==> config.mk <==
export PLATFORM = sky130hd
export DESIGN_NAME = branch_predictor
export DESIGN_NICKNAME = d
export VERILOG_FILES = /design/src/rtl/branch_predictor_pkg.sv /design/src/rtl/branch_predictor_sat_counter2.sv /design/src/rtl/branch_predictor.sv
export SDC_FILE = /design/constraint.sdc
export NUM_CORES = 2
export LEC_CHECK = 0
export ABC_AREA = 1
export CAP_MARGIN = 10
export CORE_ASPECT_RATIO = 0.9
export CORE_UTILIZATION = 30
export CTS_BUF_LIST = sky130_fd_sc_hd__clkbuf_16
export DETAILED_ROUTE_END_ITERATION = 7
export PLACE_DENSITY_LB_ADDON = 0.25
export SLEW_MARGIN = 25
export SYNTH_ARGS = -nofsm -noshare
export SYNTH_HDL_FRONTEND = slang
export SYNTH_SLANG_ARGS = --single-unit
export TNS_END_PERCENT = 30
==> constraint.sdc <==
create_clock -name clk -period 7.16 [get_ports clk]
set_input_delay 0.716 -clock clk [delete_from_list [all_inputs] [get_ports clk]]
set_output_delay 0.716 -clock clk [all_outputs]
set_load 0.01 [all_outputs]
==> src/rtl/branch_predictor_pkg.sv <==
// Shared definitions for the IF-stage branch predictor: counter encodings,
// reset/allocation values and small arithmetic helpers.
package branch_predictor_pkg;

    localparam int ENTRIES_DEFAULT = 16;

    typedef enum logic [1:0] {
        CTR_SNT = 2'b00,
        CTR_WNT = 2'b01,
        CTR_WT  = 2'b10,
        CTR_ST  = 2'b11
    } ctr_e;

    localparam ctr_e        ALLOC_CTR = CTR_WT;
    localparam ctr_e        RESET_CTR = CTR_WNT;
    localparam logic [31:0] PC_INC    = 32'd4;

    // Statistics counters stick at all-ones instead of wrapping.
    function automatic logic [31:0] sat_inc32(input logic [31:0] value);
        return (value == 32'hFFFF_FFFF) ? value : value + 32'd1;
    endfunction

endpackage

==> src/rtl/branch_predictor_sat_counter2.sv <==
// Combinational next-state for a 2-bit saturating direction counter.
module sat_counter2
    import branch_predictor_pkg::*;
(
    input  logic [1:0] i_ctr,
    input  logic       i_taken,
    output logic [1:0] o_ctr
);

    always_comb begin
        o_ctr = i_ctr;
        if (i_taken) begin
            if (i_ctr != CTR_ST) begin
                o_ctr = i_ctr + 2'd1;
            end
        end else begin
            if (i_ctr != CTR_SNT) begin
                o_ctr = i_ctr - 2'd1;
            end
        end
    end

endmodule

==> src/rtl/branch_predictor.sv <==
// Direct-mapped BTB predictor: asynchronous lookup for IF, update and
// redirect on committed ID resolutions, plus branch/mispredict statistics.
module branch_predictor
    import branch_predictor_pkg::*;
#(
    parameter int ENTRIES = ENTRIES_DEFAULT
) (
    input  logic        clk,
    input  logic        reset,
    input  logic [31:0] IF_PC,
    output logic        IF_Predict,
    output logic [31:0] IF_Target,
    input  logic        ID_Valid,
    input  logic        ID_Stall,
    input  logic [31:0] ID_PC,
    input  logic [31:0] ID_Target,
    input  logic        ID_Branch,
    input  logic        ID_Predicted,
    output logic        Mispredict,
    output logic [31:0] Redirect_PC,
    output logic        Flush_IF,
    output logic [31:0] BranchCount,
    output logic [31:0] MispredictCount
);

    localparam int IDX_W = $clog2(ENTRIES);
    localparam int TAG_W = 32 - IDX_W - 2;

    // Flop arrays so that the IF lookup can be purely combinational.
    logic             r_valid  [ENTRIES];
    logic [TAG_W-1:0] r_tag    [ENTRIES];
    logic [31:0]      r_target [ENTRIES];
    logic [1:0]       r_ctr    [ENTRIES];

    logic [31:0] r_branch_count;
    logic [31:0] r_mispredict_count;

    logic [IDX_W-1:0] w_if_idx;
    logic [IDX_W-1:0] w_id_idx;
    logic [TAG_W-1:0] w_if_tag;
    logic [TAG_W-1:0] w_id_tag;
    logic             w_if_hit;
    logic             w_id_hit;
    logic             w_commit;
    logic             w_mispredict;
    logic [1:0]       w_ctr_next;
    logic [31:0]      w_if_pc_inc;
    logic [31:0]      w_id_pc_inc;
    logic             w_unused_pc_bits;

    assign w_if_idx = IF_PC[IDX_W+1:2];
    assign w_if_tag = IF_PC[31:IDX_W+2];
    assign w_id_idx = ID_PC[IDX_W+1:2];
    assign w_id_tag = ID_PC[31:IDX_W+2];

    assign w_if_pc_inc = IF_PC + PC_INC;
    assign w_id_pc_inc = ID_PC + PC_INC;

    assign w_unused_pc_bits = ^{IF_PC[1:0], ID_PC[1:0]};

    assign w_if_hit = r_valid[w_if_idx] && (r_tag[w_if_idx] == w_if_tag);
    assign w_id_hit = r_valid[w_id_idx] && (r_tag[w_id_idx] == w_id_tag);

    // ID hands over a resolution when ID_Valid is high and ID_Stall is low;
    // a stalled branch simply re-presents itself until that cycle. A commit
    // coinciding with reset is dropped, so it cannot flag a mispredict either.
    assign w_commit     = ID_Valid && !ID_Stall && !reset;
    assign w_mispredict = w_commit && (ID_Branch != ID_Predicted);

    assign IF_Predict  = w_if_hit && r_ctr[w_if_idx][1];
    assign IF_Target   = IF_Predict ? r_target[w_if_idx] : w_if_pc_inc;

    assign Mispredict  = w_mispredict;
    assign Flush_IF    = w_mispredict;
    assign Redirect_PC = !w_mispredict ? 32'd0 :
                         (ID_Branch ? ID_Target : w_id_pc_inc);

    assign BranchCount     = r_branch_count;
    assign MispredictCount = r_mispredict_count;

    sat_counter2 u_sat_counter2 (
        .i_ctr   (r_ctr[w_id_idx]),
        .i_taken (ID_Branch),
        .o_ctr   (w_ctr_next)
    );

    // Lookup reads the arrays before this edge, so a same-cycle IF access to
    // the committing index sees the old entry.
    always_ff @(posedge clk) begin
        if (reset) begin
            for (int i = 0; i < ENTRIES; i++) begin
                r_valid[i]  <= 1'b0;
                r_tag[i]    <= '0;
                r_target[i] <= 32'd0;
                r_ctr[i]    <= RESET_CTR;
            end
        end else if (w_commit) begin
            if (w_id_hit) begin
                r_ctr[w_id_idx] <= w_ctr_next;
                if (ID_Branch) begin
                    r_target[w_id_idx] <= ID_Target;
                end
            end else if (ID_Branch) begin
                r_valid[w_id_idx]  <= 1'b1;
                r_tag[w_id_idx]    <= w_id_tag;
                r_target[w_id_idx] <= ID_Target;
                r_ctr[w_id_idx]    <= ALLOC_CTR;
            end
        end
    end

    always_ff @(posedge clk) begin
        if (reset) begin
            r_branch_count     <= 32'd0;
            r_mispredict_count <= 32'd0;
        end else begin
            if (w_commit) begin
                r_branch_count <= sat_inc32(r_branch_count);
            end
            if (w_mispredict) begin
                r_mispredict_count <= sat_inc32(r_mispredict_count);
            end
        end
    end

endmodule

== Word level (Yosys, flattened, before mapping) ==
Memory sizes are Yosys's and may differ from the RTL's.
Cells that the tools add are included.
Widths: inputs -> output; s select.
Storage, ports and cells
  bits in registers: 64
  RAM bits: 976
  input port bits: 102
  output and inout bits: 131
  word-level logic and storage cells: 72
  memories: 4
Memory list
  r_target: depth 16, bits a word 32, read ports 1, clocked after memory_dff 0, write ports 16, line branch_predictor.sv:32  | logic [31:0] r_target [ENTRIES];
  r_tag: depth 16, bits a word 26, read ports 2, clocked after memory_dff 0, write ports 16, line branch_predictor.sv:31  | logic [TAG_W-1:0] r_tag [ENTRIES];
  r_ctr: depth 16, bits a word 2, read ports 2, clocked after memory_dff 0, write ports 16, line branch_predictor.sv:33  | logic [1:0] r_ctr [ENTRIES];
  r_valid: depth 16, bits a word 1, read ports 2, clocked after memory_dff 0, write ports 16, line branch_predictor.sv:30  | logic r_valid [ENTRIES];
Cells by class
  add/sub/neg operators: 6
  equal/unequal tests: 6
  mux-type cells: 35
  bitwise logic cells: 4
  reductions and logical operators: 15
Operators by type and width (number)
  $mux 32: 5
  $add 32x1->32 const B: 2
  $add 32x3->32 const B: 2
  $eq 32x32->1 const B: 2
  $eq 26x26->1: 2
  $reduce_or 32->1: 1
  $mux 26: 1
  $reduce_or 26->1: 1
  $mux 1: 20
  $mux 4: 4
  $mux 2: 5
  $logic_and 1x1->1: 6
  $reduce_and 2->1: 2
  $add 2x1->2 const B: 1
  $logic_not 1->1: 2
  $ne 2x2->1 const B: 1
  $not 1->1: 2
  $or 1x1->1: 2
  $reduce_bool 2->1: 1
  $reduce_or 2->1: 1
  $sub 2x1->2 const B: 1
  $ne 1x1->1: 1
  $reduce_or 1->1: 1

== Longest topological paths before layout ==
An unclocked memory read counts as a cell.
  word-level depth: 10
  mapped depth: 22
  mapped depth without buffers: 19

== By module ==
Synthesis repeated with hierarchy kept, for this count alone.
Unflattened totals
  cells, all modules: 6522
  area, all modules: 54563.6 um^2
By module, submodules not included
  branch_predictor: times used 1, cells an instance 6516, area an instance 54538.6 um^2, seq. area each 30429.2 um^2
  sat_counter2: times used 1, cells an instance 6, area an instance 25.0 um^2, seq. area each 0.0 um^2

== Worst setup path after synthesis ==
Ideal clock, no wire load.
  path kind: input to register
  start: input ID_PC[2]
  end: memory r_target[0][0] (enable)
  library setup time: 389 ps
  data arrival time: 3330 ps
  required time: 6771 ps
  path slack: 3440 ps
  cell stages on the path: 13
  buffers on the path: 5
  cell sequence: buf_6 inv_4 buf_6 buf_2 clkbuf_1 ha_1 inv_1 nor2_1 inv_1 nor2_1 inv_1 clkbuf_1 nand2_1
RTL lines
  start, declared: line branch_predictor.sv:15  | input logic [31:0] ID_PC,
  end, declared: line branch_predictor.sv:32

== Final worst setup path ==
  start: input IF_PC[5]
  end: output IF_Target[31]
On the way
  cells in the longest elaborated chain, start to end: 5
  elaborated cells on any way between the ends: 9
  those cells by class: add/sub: 1; eq/ne: 1; mux: 1; reduce/logical: 2; memory: 4
RTL lines
  start, declared: line branch_predictor.sv:10  | input logic [31:0] IF_PC,
  $mem_v2 16x26
  $eq 26x26->1: line branch_predictor.sv:61  | assign w_if_hit = r_valid[w_if_idx] && (r_tag[w_if_idx] == w_if_tag);
  $logic_and 1x1->1: line branch_predictor.sv:61
  $logic_and 1x1->1: line branch_predictor.sv:70  | assign IF_Predict = w_if_hit && r_ctr[w_if_idx][1];
  $mux 32 (*): line branch_predictor.sv:71  | assign IF_Target = IF_Predict ? r_target[w_if_idx] : w_if_pc_inc;
  end, declared: line branch_predictor.sv:12  | output logic [31:0] IF_Target,
Mark *: on every way between the ends. The rest lies on a longest branch, timed or not.

==> flow_metrics.env <==
export IMPL_end_kind="primary output"
export IMPL_ctsResizeCount=0
export IMPL_fill_cells=18700
export IMPL_drc_errors=0
export IMPL_synth_flop_cell="edfxtp_1"
export IMPL_rsz0062_at_grt="false"
export IMPL_clk_pin_slew_ns=0.06
export IMPL_async_reset_ff_frac=0
export IMPL_hpwlAfterDp_um=136000
export IMPL_rows=148
export IMPL_nNetsFinal=6565
export IMPL_cts_buffers=119
export IMPL_grt_max_degree=194
export IMPL_dp_cells=8735
export IMPL_setup_viol=0
export IMPL_power_density_mw_per_mm2=236
export IMPL_cts_tree="built"
export IMPL_vdd_ir_drop_max_mv=0.191
export IMPL_timing_final_crit_period_ns=6.39
export IMPL_cts_sinks=1040
export IMPL_synth_adder_area_share=0.00160
export IMPL_drt_wl_total_um=225000
export IMPL_cp_arrival_ns=5.67
export IMPL_critPathRequiredTime_ns=6.44
export IMPL_wl_met2_um=96800
export IMPL_drive_gt1_frac=0.0622
export IMPL_hold_class="register to register"
export IMPL_slew_viol_final=0
export IMPL_hold_start="r_valid[12]"
export IMPL_cts_hold_buf=0
export IMPL_ant_nets=0
export IMPL_finalCritPeriodShare=0.892
export IMPL_syn_inst=6437
export IMPL_drtPass1Iterations=6
export IMPL_initial_core_util=0.302
export IMPL_tightest_slew_ns=1.13
export IMPL_ios=233
export IMPL_drt_met1_wl_um=93200
export IMPL_finalSetupTns_ns=0
export IMPL_status="finished clean"
export IMPL_avgViaCountPerCell=5.34
export IMPL_dieWidth_um=452
export IMPL_clk_insertion_delay_late_ns=0.82
export IMPL_setup_ws_ns=0.774
export IMPL_h_tree_depth=3
export IMPL_synth_mux_area_frac=0
export IMPL_grtUsageTotal=0.239
export IMPL_cts_buffer_depth=3
export IMPL_start_kind="input port"
export IMPL_fin_cells=8960
export IMPL_cp_startpoint="IF_PC[5]"
export IMPL_grt_overflow_total=0
export IMPL_r2r_start="r_tag[5][15]"
export IMPL_synth_simple_area_share=0.229
export IMPL_synth_top_family_by_area="simple AND/OR/NAND/NOR gates"
export IMPL_slew_headroom=0.246
export IMPL_synth_edf_count=960
export IMPL_finalClockSkew_ns=0.0974
export IMPL_cap_violations=0
export IMPL_hold_violations=0
export IMPL_synth_warnings=0
export IMPL_synth_xor_area_frac=0.00963
export IMPL_syn_num_nets=6546
export IMPL_initialDrtViolationCount=6049
export IMPL_critPathKind="input port to primary output"
export IMPL_vias=47900
export IMPL_syn_cell_area_mm2=0.0546
export IMPL_p_leak_nw=24.4
export IMPL_ys_seq_elements=1040
export IMPL_antenna_found_initial=9
export IMPL_gp_congestion=0.945
export IMPL_top_layer="met4"
export IMPL_dp_slack_ns=1.04
export IMPL_avgSynthCellArea_um2=8.48
export IMPL_grt_pass1_vias=44300
export IMPL_routedWlPerCell_um=25.1
export IMPL_synth_compound_area_share=0.122
export IMPL_dieArea_mm2=0.184
export IMPL_area_growth_syn_to_layout_pct=15.2
export IMPL_core_area_mm2=0.181
export IMPL_die_y_um=407
export IMPL_port_buffers=232
export IMPL_ys_seq_area_frac=0.558
export IMPL_cp_max_fo=12
export IMPL_max_freq_ghz=0.157
export IMPL_synth_distinct_cells=51
export IMPL_whs_ns=0.470
export IMPL_wl_met3_um=22100
export IMPL_post_cts_buffers=0
export IMPL_root_buffer="clkbuf_16"
export IMPL_grt_pass1_wl_um=319000
layer usage:
metal | up-vias | GRT usage
met1 | 23200 | 0.328
met3 | 494 | 0.0405
met4 | 0 | 0.120
met5 | - | 0
li1 | 21500 | -
met2 | 2655 | 0.361
worst max-delay path, stage by stage:
cell	delay, ns
clkdlybuf4s50_1	0.76
nand2_1	0.13
clkinv_2	0.28
nand4_2	0.16
nor2_2	0.17
nand3_1	0.16
nor2_1	0.51
nand3_1	0.24
nor2_1	0.48
nand2_1	0.30
nor2_1	0.25
nand2_1	0.13
xor2_1	0.37
nand2_1	0.21
o21ai_1	0.20
clkdlybuf4s50_1	0.58
cells in the final DEF (no fill, tap or decap), drive strengths merged, types with 9 or more instances in the layout:
| cell | count |
|---|---|
| a21oi | 273 |
| a31oi | 9 |
| a32o | 13 |
| buf | 138 |
| bufinv | 10 |
| clkbuf | 120 |
| clkdlybuf4s50 | 225 |
| clkinv | 104 |
| dfxtp | 80 |
| edfxtp | 960 |
| inv | 560 |
| nand2 | 1098 |
| nand3 | 280 |
| nand4 | 31 |
| nor2 | 1588 |
| nor3 | 64 |
| nor3b | 10 |
| nor4 | 12 |
| o211ai | 67 |
| o21ai | 673 |
| o221ai | 54 |
| o22ai | 85 |
| xnor2 | 9 |
| xor2 | 51 |
where the power goes:
| part | switching (mW) | internal, mW |
|---|---|---|
| clock | 2.71 | 3.41 |
| sequential | 0.0941 | 6.91 |
| combinational | 1.27 | 0.438 |
| total | 4.08 | 10.8 |
flip-flops by register name (all words and copies together) (netlist names):
signal           cells
r_ctr               32
r_tag              416
BranchCount         32
MispredictCount     32
r_target           512
r_valid             16
area by class of cell:
cell class,instances,area [um^2],area share
sequential,1040,30400,0.484
multi-input combinational,4357,19900,0.316
clock buffer,120,3000,0.0478
inverter,575,2180,0.0348
clock inverter,103,862,0.0137
timing repair buffer,363,3480,0.0554
tap,2400,3000,0.0478
antenna,2,5.00,0.0000796
cells in the mapped netlist (3+ instances only):
master    instances  share of area
buf_6            30         0.0062
o21ai_1          13         0.0012
o21a_1            7        0.00096
nand4_1          30         0.0034
nor4_1           12         0.0014
xor2_1           51         0.0082
nand3_2          13         0.0024
xnor2_1           9         0.0014
clkinv_1         37         0.0025
o221ai_1         54         0.0087
nor3_1           61         0.0056
nor2_2            6        0.00069
a31oi_1           9         0.0010
clkbuf_1        257          0.018
buf_2           127          0.012
o21ai_0         660          0.061
buf_4            19         0.0026
o211a_1           7         0.0013
nand3_1         267          0.024
nand2_1        1079          0.074
dfxtp_1          80          0.029
buf_1            31         0.0021
inv_2             8        0.00055
nor3b_1          10         0.0014
o211ai_1         67         0.0092
edfxtp_1        960           0.53
a32o_1           13         0.0024
a21oi_1         273          0.025
inv_1           529          0.036
o22ai_1          85         0.0097
nand2_2           7        0.00080
nor2_1         1582           0.11
nand2_8          10         0.0037
nor3_2            3        0.00055
ha_1              7         0.0016
a221oi_1          7         0.0011
per-stage QoR:
stage	instance area (um^2)	power (mW)	util
final	62800	14.8	0.348
after global routing	62800	15.3	0.348
after CTS	62800	14.9	0.348
after detailed placement	59000	8.80	0.326
after global placement	59000	8.79	0.326
after floorplan	54600	8.05	-
worst paths after layout:
check,to,slack (ns),depth (start not counted)
hold reg to reg,r_valid[12],0.47,2
hold / removal,r_valid[12],0.47,2
setup reg to reg,r_tag[10][22],2.88,17
setup / recovery,IF_Target[31],0.77,16
logic make-up after synthesis:
group	count (synthesis)
and+or+nand+nor	3089
AOI/OAI and AO/OA	1201
buffers and inverters	1040
DFF	1040
xor gates and xnor gates	60
adders and majority gates	7
(Power assumes the default switching activity.)
